**src/rtl/alu_divider.sv**
```systemverilog
// Sequential signed divider for the calculator datapath: restoring shift-subtract,
// one quotient bit per clock, truncating toward zero like Verilog / and %.
module alu_divider #(
  parameter int unsigned BITS = 21,
  parameter int unsigned OPW  = 11
) (
  input  logic            clock,
  input  logic            reset,
  input  logic [OPW-1:0]  regA,
  input  logic [OPW-1:0]  regB,
  input  logic            computestrobe,
  output logic            busy,
  output logic            done,
  output logic [BITS-1:0] result,
  output logic [OPW-1:0]  remainder,
  output logic            ovf
);

  localparam int unsigned CW = $clog2(OPW + 1);

  localparam logic [1:0] S_IDLE = 2'd0;
  localparam logic [1:0] S_DIV  = 2'd1;
  localparam logic [1:0] S_SIGN = 2'd2;
  localparam logic [1:0] S_ZERO = 2'd3;

  logic [1:0]      state, state_next;
  logic [OPW-1:0]  dvd, dvd_next;     // dividend shifts out, quotient shifts in
  logic [OPW-1:0]  dsr, dsr_next;     // divisor magnitude
  logic [OPW-1:0]  part, part_next;   // partial remainder, always < |B|
  logic [CW-1:0]   cnt, cnt_next;
  logic            neg_q, neg_q_next;
  logic            neg_r, neg_r_next;
  logic            busy_next, done_next, ovf_next;
  logic [BITS-1:0] result_next;
  logic [OPW-1:0]  remainder_next;

  logic [OPW:0]    trial;
  logic            qbit;
  logic [BITS-1:0] q_ext;

  // Next-state and datapath update
  always_comb begin
    state_next     = state;
    dvd_next       = dvd;
    dsr_next       = dsr;
    part_next      = part;
    cnt_next       = cnt;
    neg_q_next     = neg_q;
    neg_r_next     = neg_r;
    busy_next      = busy;
    done_next      = 1'b0;
    ovf_next       = ovf;
    result_next    = result;
    remainder_next = remainder;

    // Partial remainder is OPW+1 bits only during the trial, so |A|=1024 cannot overflow
    trial = {part, dvd[OPW-1]};
    qbit  = (trial >= {1'b0, dsr});
    q_ext = {{(BITS - OPW){1'b0}}, dvd};

    case (state)
      S_IDLE: begin
        if (computestrobe) begin
          dvd_next   = regA[OPW-1] ? (~regA + OPW'(1)) : regA;
          dsr_next   = regB[OPW-1] ? (~regB + OPW'(1)) : regB;
          part_next  = '0;
          cnt_next   = CW'(OPW);
          neg_q_next = regA[OPW-1] ^ regB[OPW-1];
          neg_r_next = regA[OPW-1];
          ovf_next   = 1'b0;
          busy_next  = 1'b1;
          state_next = (regB == '0) ? S_ZERO : S_DIV;
        end
      end
      S_DIV: begin
        part_next = qbit ? OPW'(trial - {1'b0, dsr}) : trial[OPW-1:0];
        dvd_next  = {dvd[OPW-2:0], qbit};
        cnt_next  = cnt - CW'(1);
        if (cnt == CW'(1)) state_next = S_SIGN;
      end
      S_SIGN: begin
        result_next    = neg_q ? (~q_ext + BITS'(1)) : q_ext;
        remainder_next = neg_r ? (~part + OPW'(1)) : part;
        done_next      = 1'b1;
        busy_next      = 1'b0;
        state_next     = S_IDLE;
      end
      default: begin
        result_next    = '0;
        remainder_next = '0;
        ovf_next       = 1'b1;
        done_next      = 1'b1;
        busy_next      = 1'b0;
        state_next     = S_IDLE;
      end
    endcase
  end

  // State and output registers
  always_ff @(posedge clock or posedge reset) begin
    if (reset) begin
      state     <= S_IDLE;
      dvd       <= '0;
      dsr       <= '0;
      part      <= '0;
      cnt       <= '0;
      neg_q     <= 1'b0;
      neg_r     <= 1'b0;
      busy      <= 1'b0;
      done      <= 1'b0;
      ovf       <= 1'b0;
      result    <= '0;
      remainder <= '0;
    end else begin
      state     <= state_next;
      dvd       <= dvd_next;
      dsr       <= dsr_next;
      part      <= part_next;
      cnt       <= cnt_next;
      neg_q     <= neg_q_next;
      neg_r     <= neg_r_next;
      busy      <= busy_next;
      done      <= done_next;
      ovf       <= ovf_next;
      result    <= result_next;
      remainder <= remainder_next;
    end
  end

endmodule
```
**config.mk**
```make
export PLATFORM = sky130hd
export DESIGN_NAME = alu_divider
export DESIGN_NICKNAME = d
export VERILOG_FILES = /design/src/rtl/alu_divider.sv
export SDC_FILE = /design/constraint.sdc
export NUM_CORES = 1
export LEC_CHECK = 0
export ABC_CLOCK_PERIOD_IN_PS = 2900
export BUFFER_PORTS_ARGS = -buffer_cell sky130_fd_sc_hd__buf_2
export CORE_MARGIN = 5
export CORE_UTILIZATION = 42
export CTS_CLUSTER_SIZE = 25
export DETAILED_ROUTE_END_ITERATION = 7
export PLACE_DENSITY = 0.71
export SLEW_MARGIN = 20
export SYNTH_ARGS = -nofsm -noshare
export SYNTH_HDL_FRONTEND = slang
export SYNTH_SLANG_ARGS = --single-unit
```
**constraint.sdc**
```tcl
create_clock -name clock -period 2.9 [get_ports clock]
set_clock_uncertainty 0.1 [all_clocks]
set_input_delay 0.58 -clock clock [delete_from_list [all_inputs] [get_ports clock]]
set_output_delay 0.58 -clock clock [all_outputs]
set_load 0.01 [all_outputs]
```
Word-level counts from Yosys, hierarchy flattened
Cells that the tools add are included.

operators by class
  $add $sub $neg = 6
  $lt $le $gt $ge = 1
  equal/unequal tests = 5
  mux-type cells = 22
  bitwise logic cells = 7
  reduce and logical (&&, ||, !) cells = 10

operators by type and width
  cell                                               count
  two-way mux 11 bit                                 6
  case mux 11 bit (2 select lines)                   3
  case mux 21 bit (2 select lines)                   1
  adder 11 x 1 -> 11 bit (second input constant)     3
  inverter 11 bit                                    3
  adder 21 x 1 -> 21 bit (second input constant)     1
  two-way mux 21 bit                                 1
  inverter 11 -> 21 bit                              1
  >= comparator 12 x 11 -> 1 bit                     1
  logical NOT 11 bit                                 1
  subtractor 11 bit                                  1
  AND reduction 2 bit                                5
  case mux 4 bit (2 select lines)                    1
  two-way mux 2 bit                                  3
  == test 4 x 1 -> 1 bit (second input constant)     1
  two-way mux 4 bit                                  1
  inequality test 2 bit (second input constant)      2
  case mux 1 bit (2 select lines)                    2
  case mux 2 bit (2 select lines)                    1
  OR reduction 2 bit                                 2
  subtractor 4 x 1 -> 4 bit (second input constant)  1
  two-way mux 1 bit                                  3
  == test 2 x 1 -> 1 bit (second input constant)     1
  == test 2 bit (second input constant)              1
  4 further kinds                                    5

word-level totals
  register bits after elaboration = 76
  bits of input ports = 25

Depth between registers and ports, before layout
  word-level depth = 5
  mapped depth = 10
  gate-level depth less buffers = 9

Worst setup path before layout
Ideal clock, no wire load.

  path kind = register to register
  from = register dvd[10]
  to = register part[0]
  setup time = 0.121 ns
  arrival = 2.210 ns
  path slack = 0.469 ns
  stages on the path, launching flop included = 11
  path buffers = 1
  path through = dfrtp_1 inv_1 ha_1 fa_1 nor2b_1 o22ai_1 a21oi_1 or2_2 buf_6 a21oi_1 a22o_1

on the way
  word-level cells in the longest chain between the ends = 3
  elaborated cells between the ends (all ways) = 4
  classes of those cells = add/sub (1); order compare (1); mux (2)

ends and longest elaborated chain
  what                                                                        RTL line  RTL
  start, declared                                                             27        logic [OPW-1:0] dvd, dvd_next;
  start signal, assigned                                                      116       dvd <= dvd_next;
  subtractor 11 bit / >= comparator 12 x 11 -> 1 bit (equally long branches)  76, 58
  two-way mux 11 bit *                                                        76        part_next = qbit ? OPW'(trial - {1'b0, dsr}) : trial[OPW-1:0];
  case mux 11 bit (2 select lines) *                                          61        case (state)
  end signal, assigned                                                        118       part <= part_next;
  end, declared                                                               29        logic [OPW-1:0] part, part_next;

Mark *: on every way between the ends. The rest lies on a longest branch, timed or not.
A chain may end at the register's enable or synchronous reset.

Worst setup path after layout
  from = register part[8]
  to = register dvd[0]

on the way
  word-level cells in the longest chain between the ends = 2

ends and longest elaborated chain
  what                              RTL line  RTL
  >= comparator 12 x 11 -> 1 bit    58        qbit = (trial >= {1'b0, dsr});
  case mux 11 bit (2 select lines)  61

Every way passes these cells.

==> reports/results.txt <==
Among all flip-flop cells after synthesis, the most frequent one is sky130_fd_sc_hd__dfrtp_1. Data on the critical path arrives at its endpoint at 2.67 ns. For the placeable core region, the log shows 0.01023 mm^2. The run gives 0 as the remaining global-route overflow. The kind of cell adding the most delay to the critical path is simple AND/OR/NAND/NOR gates. Summed over its instances, the top area cell type makes up 42.33% of the synthesized netlist area. The tools report the net load switching power as 0.002536 W.

The internal portion of the total power is 0.003216 W. Summing all multi-input logic gate instances after layout gives 0.002326 mm^2. The worst register-to-register path has a depth of 7. For this design the ratio of total power to cell area is 1137 mW/mm^2. The maximum number of pins on one net before global-route repair was 46. Before antenna repair, the detailed router went through 4 iterations.

The post-layout minimum cycle time works out to 2.562 ns. The fraction of final layout cells sized beyond drive strength 1 was 17.67%. The tightest slew margin relative to the limit is 43.04%.

The maximum clock path buffer count is 2, and the routed via count divided by cell count is 5.188. The design draws 0.005752 W. The number of global-route vias before repair came out at 3572. The logs give 0 for the warning count from the yosys run and 0 for the number of buffers inserted for hold repair after clock tree synthesis.

After legalization and detailed placement, the total HPWL measured 7.328 mm. For this run, the register share of the synthesized area comes to 42.33%. The congestion estimate from routability-driven global placement came to 0.8537. The run gives 16.2% as the share of total power in the clock network. Highest ir drop seen on vdd: 0.5094 mV. The setup violation total in the final timing report is 0. Along the worst path, the maximum fanout reaches 7. The number of library cell types mapped by synthesis is 56, and the total of max-cap violations is 0. The actual slew at the worst max-slew pin is 0.8544 ns, and the number of design-rule violations left by the first detailed-router iteration is 188. The initial antenna violation count was 0; the DRC violation count after routing was 0.

TritonCTS built the clock tree. The critical path goes through ha_1 > a21o_1 > a211oi_2 > nand3_1 > or2_2 > mux2i_1 > o21ai_0. For the number of nets with antenna violations after routing, the log shows 0. Counting flops with a built-in enable in the synthesized netlist gives 0. The number of buffer and inverter stages on the critical path works out to 0.

Category of the most critical setup path: reg -> reg. Summing over every cut layer, the via total after detailed routing is 3554. Clock-pin slew was measured on the worst setup and hold paths at 0.08 ns. For the worst-skew pair, the clock arrives at the later sink with an insertion delay of 0.35 ns.

The run gives 0 as the final count of hold timing violations. The critical path capture point type was a flip-flop. The initial utilization of the core area, before any placement, comes to 42.75%. The layout has 950 filler cells.

The worst register-to-register path ends at dvd[0]$_DFFE_PP0P_. For this run, the slowest stage of the critical path takes 0.47 ns. The I/O pin count is 60, and the average instance area after synthesis is 8.964 um^2. Hold is met by 0.2023 ns.

Buffers placed on the I/O ports in this run total 59. The switching part of the total power was 44.09%; the height of the die was 112.1 um. In this run, synthesis produced a sequential element count of 74. The total routing usage reported by global routing is 15.95%, and the cell area after layout is 0.005057 mm^2. The beginning of the worst register-to-register path was part[8]$_DFFE_PP0P_. The aggregate negative setup slack was 0 ns; the clock buffer count from CTS was 9. The min-delay analysis places its worst path in the category in -> async. The tools report the max-slew violation total from the final report as 0. The tools report the antenna diode instance count as 0. The site row count came out at 37. Based on the critical path, the design can be clocked at up to 390.3 MHz.

In this run the cell area measured after placement is 0.004812 mm^2. After synthesis the cells add up to 0.004374 mm^2. The worst setup path is launched from a flip-flop. Number of clock sinks: 74.

Measured along the x axis, the die boundary spans 112.1 um. Sorting the synthesized cells by area gives the leading types as sky130_fd_sc_hd__dfrtp_1 42%, sky130_fd_sc_hd__nand2_1 7.1%, sky130_fd_sc_hd__o21ai_0 6.6%. At the worst endpoint, the required time is 3.01 ns.

Dividing the final minimum period by the clock period gives 88.34%. Routed length per placed instance: 13.92 um. Combinational logic burns 51.3% of the power. The flop-to-flop setup slack was 0.34 ns; the total area of sequential cells was 0.001852 mm^2.

The run gives 0 as the number of buffers inserted by post-CTS setup repair. Final core utilization: 49.43%. The root buffer selected by CTS was sky130_fd_sc_hd__clkbuf_8. The total nets after synthesis is 534, and the number of instances in the synthesized netlist is 488. The proportion of synthesized flip-flops having asynchronous set or reset was 100.0%. Summed over all cells, the static leakage comes to 2.515 nW.

The tools report the aggregate routed wire length as 9.533 mm. The largest total area in the synthesized netlist belongs to sky130_fd_sc_hd__dfrtp_1. Compared with the post-synthesis result, the final layout area differs by 15.62%. The register share of total power came out at 32.5%. The library cell contributing the largest single delay on the critical path is sky130_fd_sc_hd__dfrtp_1.

For the number of levels the H-tree was split into, the log shows 3. The floorplan step defined a die boundary enclosing 0.01256 mm^2. The number of gates resized after cts was 0. The run finished with clean final reports. The first global-routing pass estimated 16.77 mm of wire. Setup repair after global routing left no endpoint under its margin. For this run, the post-layout net count is 590.
[power groups by stage]
stage / Combinational [W] / Clock [W] / Sequential [W]
detailed placement: 0.00293 / 0 / 0.00189
finish: 0.00295 / 0.000931 / 0.00187
global placement: 0.00284 / 0 / 0.00187
global route: 0.00334 / 0.000997 / 0.00195
floorplan: 0.00218 / 0 / 0.00185
CTS: 0.00295 / 0.000948 / 0.00187
[synth_stat cells (8+ instances only)]
library cell and n:
sky130_fd_sc_hd__xnor2_1 11, sky130_fd_sc_hd__inv_1 29, sky130_fd_sc_hd__xor2_1 29, sky130_fd_sc_hd__dfrtp_1 74
sky130_fd_sc_hd__a21oi_1 27, sky130_fd_sc_hd__a21o_1 10, sky130_fd_sc_hd__clkbuf_1 16, sky130_fd_sc_hd__ha_1 20
sky130_fd_sc_hd__nor2_1 18, sky130_fd_sc_hd__o31ai_1 13, sky130_fd_sc_hd__or3_1 13, sky130_fd_sc_hd__nand2_1 83
sky130_fd_sc_hd__mux2i_1 8, sky130_fd_sc_hd__o21ai_0 58
[routing by layer]
metal | track usage, % | wire length [um]
met5 | 0 | 0
met3 | 2.803 | 536
met1 | 21.71 | 4530
met2 | 25.70 | 4304
met4 | 5.689 | 161
[through the flow]
step,instances,setup WS [ns]
5_1_grt,685,0.1183
4_1_cts,685,0.1928
2_1_floorplan,488,0.3384
3_5_place_dp,669,0.2146
3_3_place_gp,669,0.2926
6_report,685,0.3382
[cell usage in the layout (no fill, tap or decap), types with 8 or more instances in the layout]
cell	n
sky130_fd_sc_hd__ha_1	20
sky130_fd_sc_hd__xor2_1	29
sky130_fd_sc_hd__a21o_1	10
sky130_fd_sc_hd__nor2_1	18
sky130_fd_sc_hd__clkbuf_8	11
sky130_fd_sc_hd__o21ai_0	58
sky130_fd_sc_hd__a21oi_1	26
sky130_fd_sc_hd__or3_1	13
sky130_fd_sc_hd__o31ai_1	13
sky130_fd_sc_hd__buf_2	59
sky130_fd_sc_hd__nand2_1	83
sky130_fd_sc_hd__mux2i_1	8
sky130_fd_sc_hd__dfrtp_1	74
sky130_fd_sc_hd__xnor2_1	11
sky130_fd_sc_hd__inv_1	28
[state kept, by name (all words and copies together), names as in the netlist, 2 cells and up]
name and cells:
dvd 11, dsr 11, cnt 4, part 11, state 2, result 19
remainder 11
[kinds of logic (layout without fill, tap and decap cells)]
family                     Yosys count  count (layout)  share of synthesized area (%)
and+or+nand+nor                    154             154                          16.62
AOI/OAI and AO/OA                  139             139                          19.99
DFF                                 74              74                          42.33
buffers and inverters               51             112                          4.777
xor gates and xnor gates            40              40                          8.009
adders and majority gates           21              21                          6.179
muxes                                9               9                          2.088
[cell type report]
class / instances / area share (%)
Clock inverter: 5 / 1.682
Multi-Input combinational cell: 363 / 45.99
Sequential cell: 74 / 36.62
Tap cell: 136 / 3.365
Timing Repair Buffer: 66 / 7.125
Clock buffer: 11 / 2.994
Inverter: 30 / 2.227
[worst max-delay path by stage]
stage | slack (ns) | end | depth (start not counted) | start
floorplan | 0.34 | busy$_DFFE_PP0P_ | 1 | reset
global placement | 0.29 | part[4]$_DFFE_PP0P_ | 9 | dvd[10]$_DFFE_PP0P_
detailed placement | 0.21 | dvd[0]$_DFFE_PP0P_ | 7 | part[8]$_DFFE_PP0P_
CTS | 0.19 | dvd[0]$_DFFE_PP0P_ | 7 | part[8]$_DFFE_PP0P_
global route | 0.12 | part[4]$_DFFE_PP0P_ | 7 | part[8]$_DFFE_PP0P_
finish | 0.34 | dvd[0]$_DFFE_PP0P_ | 7 | part[8]$_DFFE_PP0P_
Power figures use the tool's default switching activity.
